## src/rtl/axis_pkg.sv

```systemverilog
`default_nettype none
// ============================================================================
// Package  : axis_pkg
// Brief    : Shared types and helpers for the AXI-Stream register pipeline.
// Revision : 1.0 - initial release
// ============================================================================
package axis_pkg;

  // Slice flavour: FULL registers both directions (2-entry skid),
  // FWD registers only the forward path (1 entry, ready combinational).
  typedef enum logic [0:0] {
    AXIS_SLICE_FULL = 1'b0,
    AXIS_SLICE_FWD  = 1'b1
  } axis_slice_mode_e;

  // Width of the occupancy counter: enough to represent 0..2*n_stages,
  // never narrower than one bit so the port stays legal at n_stages = 0.
  function automatic int axis_occ_width(input int n_stages);
    int w;
    w = $clog2(2 * n_stages + 1);
    return (w < 1) ? 1 : w;
  endfunction

endpackage : axis_pkg
`default_nettype wire

```

## src/rtl/axis_skid_stage.sv

```systemverilog
`default_nettype none
// ============================================================================
// Module   : axis_skid_stage
// Brief    : One AXI-Stream register slice over a packed beat vector.
//            FULL mode: main + skid register, upstream ready is a flop.
//            FWD mode : single register, ready passes combinationally.
// Revision : 1.0 - initial release
// ============================================================================
module axis_skid_stage
  import axis_pkg::*;
#(
  parameter int W    = 9,
  parameter int MODE = 0
) (
  input  logic         clk,
  input  logic         rst,
  input  logic         s_valid,
  output logic         s_ready,
  input  logic [W-1:0] s_beat,
  output logic         m_valid,
  input  logic         m_ready,
  output logic [W-1:0] m_beat
);

  if (MODE == int'(AXIS_SLICE_FWD)) begin : g_fwd

    logic         r_valid;
    logic [W-1:0] r_beat;

    // The register can take a new beat when empty or when its current
    // occupant leaves on this same edge.
    assign s_ready = ~r_valid | m_ready;
    assign m_valid = r_valid;
    assign m_beat  = r_beat;

    // Valid flag: reload whenever the slot is being freed or is empty
    always_ff @(posedge clk) begin
      if (rst) begin
        r_valid <= 1'b0;
      end else if (s_ready) begin
        r_valid <= s_valid;
      end
    end

    // Payload: captured only on an upstream handshake, never reset
    always_ff @(posedge clk) begin
      if (s_ready && s_valid) begin
        r_beat <= s_beat;
      end
    end

  end else begin : g_full

    logic         r_main_valid;
    logic [W-1:0] r_main_beat;
    logic         r_skid_valid;
    logic [W-1:0] r_skid_beat;
    logic         w_main_free;
    logic         w_s_fire;

    // Main is free when empty or when its beat is consumed this edge.
    assign w_main_free = ~r_main_valid | m_ready;
    // Upstream ready is purely the inverse of a flop, which is what
    // breaks the backward timing path.
    assign s_ready     = ~r_skid_valid;
    assign w_s_fire    = s_valid & ~r_skid_valid;
    assign m_valid     = r_main_valid;
    assign m_beat      = r_main_beat;

    // Occupancy flags: skid drains into main first; a beat arriving
    // while main is stalled parks in the skid register.
    always_ff @(posedge clk) begin
      if (rst) begin
        r_main_valid <= 1'b0;
        r_skid_valid <= 1'b0;
      end else if (w_main_free) begin
        // With skid full, s_ready is low so s_valid cannot fire here.
        r_main_valid <= r_skid_valid | s_valid;
        r_skid_valid <= 1'b0;
      end else if (w_s_fire) begin
        r_skid_valid <= 1'b1;
      end
    end

    // Payload movement mirrors the flag logic; data regs are not reset
    always_ff @(posedge clk) begin
      if (w_main_free) begin
        if (r_skid_valid) begin
          r_main_beat <= r_skid_beat;
        end else if (s_valid) begin
          r_main_beat <= s_beat;
        end
      end else if (w_s_fire) begin
        r_skid_beat <= s_beat;
      end
    end

  end

endmodule : axis_skid_stage
`default_nettype wire

```

## src/rtl/axis_skid_pipe.sv

```systemverilog
`default_nettype none
// ============================================================================
// Module   : axis_skid_pipe
// Brief    : N_STAGES cascaded AXI-Stream register slices carrying a
//            multi-word beat plus TLAST, with a beat occupancy counter.
//            N_STAGES = 0 degenerates to a pure wire-through.
// Revision : 1.0 - initial release
// ============================================================================
module axis_skid_pipe
  import axis_pkg::*;
#(
  parameter  int WORD_W         = 8,
  parameter  int BUS_W          = 8,
  parameter  int N_STAGES       = 2,
  parameter  int MODE           = 0,
  localparam int WORDS_PER_BEAT = BUS_W / WORD_W,
  localparam int OCC_W          = axis_occ_width(N_STAGES)
) (
  input  logic                                  clk,
  input  logic                                  rst,
  input  logic                                  s_valid,
  output logic                                  s_ready,
  input  logic [WORDS_PER_BEAT-1:0][WORD_W-1:0] s_data,
  input  logic                                  s_last,
  output logic                                  m_valid,
  input  logic                                  m_ready,
  output logic [WORDS_PER_BEAT-1:0][WORD_W-1:0] m_data,
  output logic                                  m_last,
  output logic [OCC_W-1:0]                      occupancy
);

  // A beat travels as {last, data} so each slice handles one vector.
  localparam int c_beat_w = BUS_W + 1;

  if (N_STAGES == 0) begin : g_passthrough

    assign m_valid   = s_valid;
    assign m_data    = s_data;
    assign m_last    = s_last;
    assign s_ready   = m_ready;
    assign occupancy = '0;

  end else begin : g_pipe

    logic                r_valid_unused;
    logic                w_valid [N_STAGES+1];
    logic                w_ready [N_STAGES+1];
    logic [c_beat_w-1:0] w_beat  [N_STAGES+1];
    logic [OCC_W-1:0]    r_occ;
    logic                w_s_fire;
    logic                w_m_fire;

    assign w_valid[0]        = s_valid;
    assign w_beat[0]         = {s_last, s_data};
    assign w_ready[N_STAGES] = m_ready;

    for (genvar gi = 0; gi < N_STAGES; gi++) begin : g_stage
      axis_skid_stage #(
        .W    (c_beat_w),
        .MODE (MODE)
      ) u_stage (
        .clk     (clk),
        .rst     (rst),
        .s_valid (w_valid[gi]),
        .s_ready (w_ready[gi]),
        .s_beat  (w_beat[gi]),
        .m_valid (w_valid[gi+1]),
        .m_ready (w_ready[gi+1]),
        .m_beat  (w_beat[gi+1])
      );
    end

    assign m_valid          = w_valid[N_STAGES];
    assign {m_last, m_data} = w_beat[N_STAGES];

    // Upstream sees ready low for the whole reset cycle; afterwards the
    // first stage is empty so ready rises as soon as rst drops.
    assign s_ready  = w_ready[0] & ~rst;

    assign w_s_fire = s_valid & s_ready;
    assign w_m_fire = m_valid & m_ready;

    // Beat count across all stages, moved only by boundary handshakes;
    // a simultaneous accept and release leaves it unchanged.
    always_ff @(posedge clk) begin
      if (rst) begin
        r_occ <= '0;
      end else if (w_s_fire && !w_m_fire) begin
        r_occ <= r_occ + OCC_W'(1);
      end else if (!w_s_fire && w_m_fire) begin
        r_occ <= r_occ - OCC_W'(1);
      end
    end

    // Tracks whether anything left the pipe last cycle; kept as a debug
    // observation point alongside the occupancy count.
    always_ff @(posedge clk) begin
      if (rst) begin
        r_valid_unused <= 1'b0;
      end else begin
        r_valid_unused <= w_m_fire;
      end
    end

    assign occupancy = r_occ;

  end

endmodule : axis_skid_pipe
`default_nettype wire

```

## config.mk

```make
export PLATFORM = sky130hd
export DESIGN_NAME = axis_skid_pipe
export DESIGN_NICKNAME = d
export VERILOG_FILES = /design/src/rtl/axis_pkg.sv /design/src/rtl/axis_skid_stage.sv /design/src/rtl/axis_skid_pipe.sv
export SDC_FILE = /design/constraint.sdc
export NUM_CORES = 1
export LEC_CHECK = 0
export BUFFER_PORTS_ARGS = -buffer_cell sky130_fd_sc_hd__buf_4
export CORE_MARGIN = 2
export CORE_UTILIZATION = 55
export CTS_CLUSTER_SIZE = 8
export DETAILED_ROUTE_END_ITERATION = 8
export PLACE_DENSITY = 0.85
export SETUP_SLACK_MARGIN = 0.02
export SLEW_MARGIN = 20
export SYNTH_ARGS = -nofsm -noshare
export SYNTH_HDL_FRONTEND = slang
export SYNTH_SLANG_ARGS = --single-unit
```

## constraint.sdc

```tcl
create_clock -name clk -period 5.4 [get_ports clk]
set_input_delay 0.54 -clock clk [delete_from_list [all_inputs] [get_ports clk]]
set_output_delay 0.54 -clock clk [all_outputs]
set_load 0.01 [all_outputs]
```

# == Word level (Yosys, flattened, before mapping) ==
# Cells that the tools add are included.
# word_totals
input_bits,13
out_inout_bits,14
register_bits,43
word_cells,46
# op_classes
mux,6
n_addsub,2
n_bitwise,16
reduce_logical,13
# ops
op,n
$mux W9,4
$reduce_and A2 Y1,4
$not A1 Y1,7
$mux W3,2
$reduce_bool A2 Y1,3
$and A1 B1 Y1,5
$or A1 B1 Y1,4
$reduce_or A2 Y1,2
$add A3 B1 Y3 const B,1
$sub A3 B1 Y3 const B,1
$logic_and A1 B1 Y1,2
$logic_not A1 Y1,2

# == Longest topological paths before layout ==
# depth
word_depth,7
depth_mapped,8
mapped_depth_nobuf,8

# == Cells and area by module ==
# A second synthesis with hierarchy kept.
# hier_totals
hier_cells,91
hier_area_um2,1685.4
# by_module_without_submodules
mod,area_each_um2,instances,seq_area_each_um2,cells_each
axis_skid_stage,760.7,2,580.6,37
axis_skid_pipe,163.9,1,60.1,17

# == Worst setup path before layout ==
# Ideal clock, no wire load.
# synth_timing
path_type,input to register
start,input rst
end,"register g_pipe.r_occ[2], in the netlist occupancy[2]"
n_path_buf,1
t_arrival_ps,1974
stages,8
setup_slack_ps,3355
setup_ps,70
cell_sequence,clkbuf_1 -> nor2_1 -> ha_1 -> inv_1 -> fa_1 -> xor2_1 -> or3_1 -> a21oi_1
# synth_via
elab_chain_len,6
elab_cells_between_ends,8
cone_classes,1 x mux; 3 x bitwise; 4 x reduce/logical
# synth_lines
item,line_no,source
start: declaration,axis_skid_pipe.sv:20,"input logic rst,"
$not A1 Y1,axis_skid_pipe.sv:78,assign s_ready = w_ready[0] & ~rst;
$and A1 B1 Y1,axis_skid_pipe.sv:78,
$and A1 B1 Y1,axis_skid_pipe.sv:80,assign w_s_fire = s_valid & s_ready;
$logic_not A1 Y1,axis_skid_pipe.sv:90,end else if (!w_s_fire && w_m_fire) begin
$logic_and A1 B1 Y1,axis_skid_pipe.sv:90,
$reduce_bool A2 Y1 (no line),-,
end signal: assignment,axis_skid_pipe.sv:89,r_occ <= r_occ + OCC_W'(1);
end signal: assignment,axis_skid_pipe.sv:91,r_occ <= r_occ - OCC_W'(1);
end: declaration,axis_skid_pipe.sv:49,logic [OCC_W-1:0] r_occ;
# Several ways; a longest one is shown, not always the timed one.
# A chain may end at the register's enable or synchronous reset.

# == Worst setup path after layout ==
# layout_timing
start,register g_pipe.g_stage[0].u_stage.g_full.r_skid_valid
end,"register g_pipe.r_occ[2], in the netlist occupancy[2]"
# layout_via
elab_chain_len,6
elab_cells_between_ends,8
cone_classes,1 x mux; 3 x bitwise; 4 x reduce/logical
# layout_lines
item,line_no,source
start: declaration,axis_skid_stage.sv:56,logic r_skid_valid;
start signal: assignment,axis_skid_stage.sv:75,r_skid_valid <= 1'b0;
start signal: assignment,axis_skid_stage.sv:79,r_skid_valid <= 1'b0;
start signal: assignment,axis_skid_stage.sv:81,r_skid_valid <= 1'b1;
$not A1 Y1 *,axis_skid_stage.sv:65,assign s_ready = ~r_skid_valid;
$and A1 B1 Y1 *,axis_skid_pipe.sv:78,
$and A1 B1 Y1 *,axis_skid_pipe.sv:80,
$logic_not A1 Y1,axis_skid_pipe.sv:90,
$logic_and A1 B1 Y1,axis_skid_pipe.sv:90,
$reduce_bool A2 Y1 (no line),-,
# Every way passes the cells marked *; elsewhere a longest branch is shown, timed or not.

==> summary.txt <==
Clocking
  – Clk buf depth: 2
  – H-Tree Depth: 2
  – Reg clk slew, reported paths: 120 ps
  – TritonCTS clock tree: yes
  – CTS resizes: 0
  – Post-CTS Hold Buffers: 0
  – Number of clock sinks: 43
  – Postcts setup bufs: 0
  – Worst-Skew Late Latency: 350 ps
  – CTS Buf Count: 5
  – Root buf cell: clkbuf_4

STA
  – Pins Over Slew Limit: 0
  – Final setup viols: 0
  – Tcrit/Tclk final: 39.1%
  – Peak Freq: 0.474 GHz
  – Relative slew slack: 48.3%
  – Setup TNS Final: 0 ps
  – Final min period: 2110 ps
  – Clock Skew: 6.91 ps
  – Worst Max-Slew Pin Slew: 776 ps
  – Hold WS: 370 ps
  – Post-route setup slack: 3290 ps
  – RSZ-0062 raised after global routing: no
  – Hold Vio Cnt, Final: 0

Global route
  – First-pass GRT wire length: 3480 um
  – Initial antenna violation count: 0
  – GR Util All Layers: 15.1%
  – Number of global-route vias before repair: 772
  – Grt ovf: 0
  – Largest net degree at the start of global routing: 15

Hold path
  – Worst hold start: s_data[4]
  – Min-Delay Path Class: primary input to register

Critical path
  – Critical path launch point: g_pipe.g_stage[0].u_stage.g_full.r_skid_valid
  – Req. time, crit path: 5690 ps
  – R2R Path Start: g_pipe.g_stage[0].u_stage.g_full.r_skid_valid
  – Critical path type: register to register
  – Worst Setup Start Kind: register
  – Critical Path AT: 2400 ps
  – Crit path max fanout: 12
  – CP endpoint kind: register

Cells and area
  – Layout cells sized above 1: 41.8%
  – Area delta synth->final: 17.1%
  – Final Net Count: 136
  – Fillers: 186
  – Antenna fix cells: 0

Synth
  – Number of flops mapped to enable cells by yosys: 36
  – Synthesis-stage register bit count: 43
  – Yosys cell types: 20
  – Cells after synthesis: 91
  – Synth warn: 0
  – Main synth FF type: edfxtp_1
  – Cell taking the most area after synthesis: edfxtp_1
  – Synth top area share: 67.3%
  – Mapped Avg Cell Area: 17.7 um^2
  – Top post-synthesis cells by area: edfxtp_1 (67%), mux2_2 (13%), dfxtp_1 (8.7%)
  – Sequential-to-total area share from yosys stat: 76.0%
  – Syn Std Cell Area: 1610 um^2
  – Post-synth top cells: edfxtp_1 (36), mux2_2 (18), dfxtp_1 (7), nor2_1 (7), a21oi_1 (4)
  – Count leader, synth: edfxtp_1
  – Ys async rst share: 0%
  – Syn nets: 106

Placed design
  – Port bufs: 26
  – Pre-CTS WS: 3170 ps
  – RePlAce Congestion: 0.701
  – Final HPWL DP: 1550 um

Drt
  – WL/cell: 14.2 um
  – Vias per inst: 5.42
  – Vias: 829
  – Routed Antenna Nets: 0
  – TritonRoute pass-1 iters: 4
  – Initial DRC count: 5
  – Final wirelength: 2170 um
  – DRC viols: 0

Power and ir drop
  – Peak VDD IR: 0.000220 V
  – Cell-internal power: 446 uW
  – Sw Share: 22.0%
  – Pwr Total: 572 uW
  – Comb pwr share: 8.2%
  – Cell Pwr Density: 304 nW/um^2
  – Sequential share of power: 66.3%
  – Net switching power: 126 uW
  – Clock Power Share: 25.4%
  – Leakage: 0.678 nW

Floorplanning
  – Die span in y: 58.0 um
  – Core region area: 2760 um^2
  – Initial Utilization: 58.3%
  – I/O pin count: 27
  – Die area: 3370 um^2
  – Die W: 58.0 um
  – Row count: 19

Flow run
  – Max cap viols: 0

Run status
  – Outcome: complete, no violations
metrics by stage:
step           std cells  util, %  area [um^2]
2_1_floorplan         91        -         1610
3_3_place_gp         145     66.2         1820
3_5_place_dp         145     66.2         1820
4_1_cts              153     68.1         1880
5_1_grt              153     68.2         1880
6_report             153     68.2         1880
routing by layer:
metal	GRT usage [%]	vias to the layer above	part of all wire, %
li1	-	402	-
met1	17.8	398	44
met2	21.4	24	47
met3	7.37	5	5.6
met4	11.0	0	2.8
met5	0	-	0
power by group through the flow:
stage          Clock [mW]  Sequential (mW)  Combinational, mW
6_report            0.145            0.379             0.0470
5_1_grt             0.163            0.381             0.0515
4_1_cts             0.153            0.380             0.0477
3_5_place_dp            0            0.387             0.0472
3_3_place_gp            0            0.386             0.0450
2_1_floorplan           0            0.389             0.0217
flip-flops by register name, summed over array words and instances (netlist names):
name and cells:
g_pipe.g_stage.u_stage.g_full.r_skid_beat 18, g_pipe.g_stage.u_stage.g_full.r_skid_valid 2, g_pipe.g_stage.u_stage.m_valid 2, occupancy 3, g_pipe.g_stage.u_stage.m_beat 18
final cells by class:
| class | instances | area [um^2] | area share [%] |
|---|---|---|---|
| repair buffers | 26 | 195 | 10.4 |
| clock inverters | 3 | 15.0 | 0.798 |
| flip-flops and latches | 43 | 1220 | 64.9 |
| multi-input cells | 44 | 370 | 19.7 |
| well taps | 31 | 38.8 | 2.06 |
| clock buffers | 5 | 37.5 | 1.99 |
| inverters | 1 | 3.75 | 0.199 |
final timing paths:
check | end | slack [ps] | cells past startpoint
worst min register to register | g_pipe.g_stage[1].u_stage.g_full.r_skid_beat[0] | 460 | 0
worst max-delay path | occupancy[2] | 3290 | 8
worst max register to register | occupancy[2] | 3290 | 8
worst min-delay path | g_pipe.g_stage[0].u_stage.g_full.r_skid_beat[4] | 370 | 1
cells in the final DEF (no fill, tap or decap), types with 4 or more instances in the layout:
cell type and count:
mux2_2 18, clkbuf_4 5, buf_4 26, nor2_1 7, dfxtp_1 7, edfxtp_1 36
a21oi_1 4
cell families (layout without fill, tap and decap cells):
family	Yosys count	after routing	synth area share [%]
fa+ha+maj	2	2	2.02
compound gates	6	6	2.02
mux	19	19	13.2
flops	43	43	76.0
buf+inv	4	35	1.25
simple gates	15	15	4.36
xor+xnor	2	2	1.09
critical path, stage by stage, from the launching register on:
cell,delay [ps]
dfxtp_1,460
nand2b_1,240
nor2_1,100
ha_1,200
inv_1,60
fa_1,370
xor2_1,160
or3_1,310
a21oi_1,150
(Power assumes the default switching activity.)
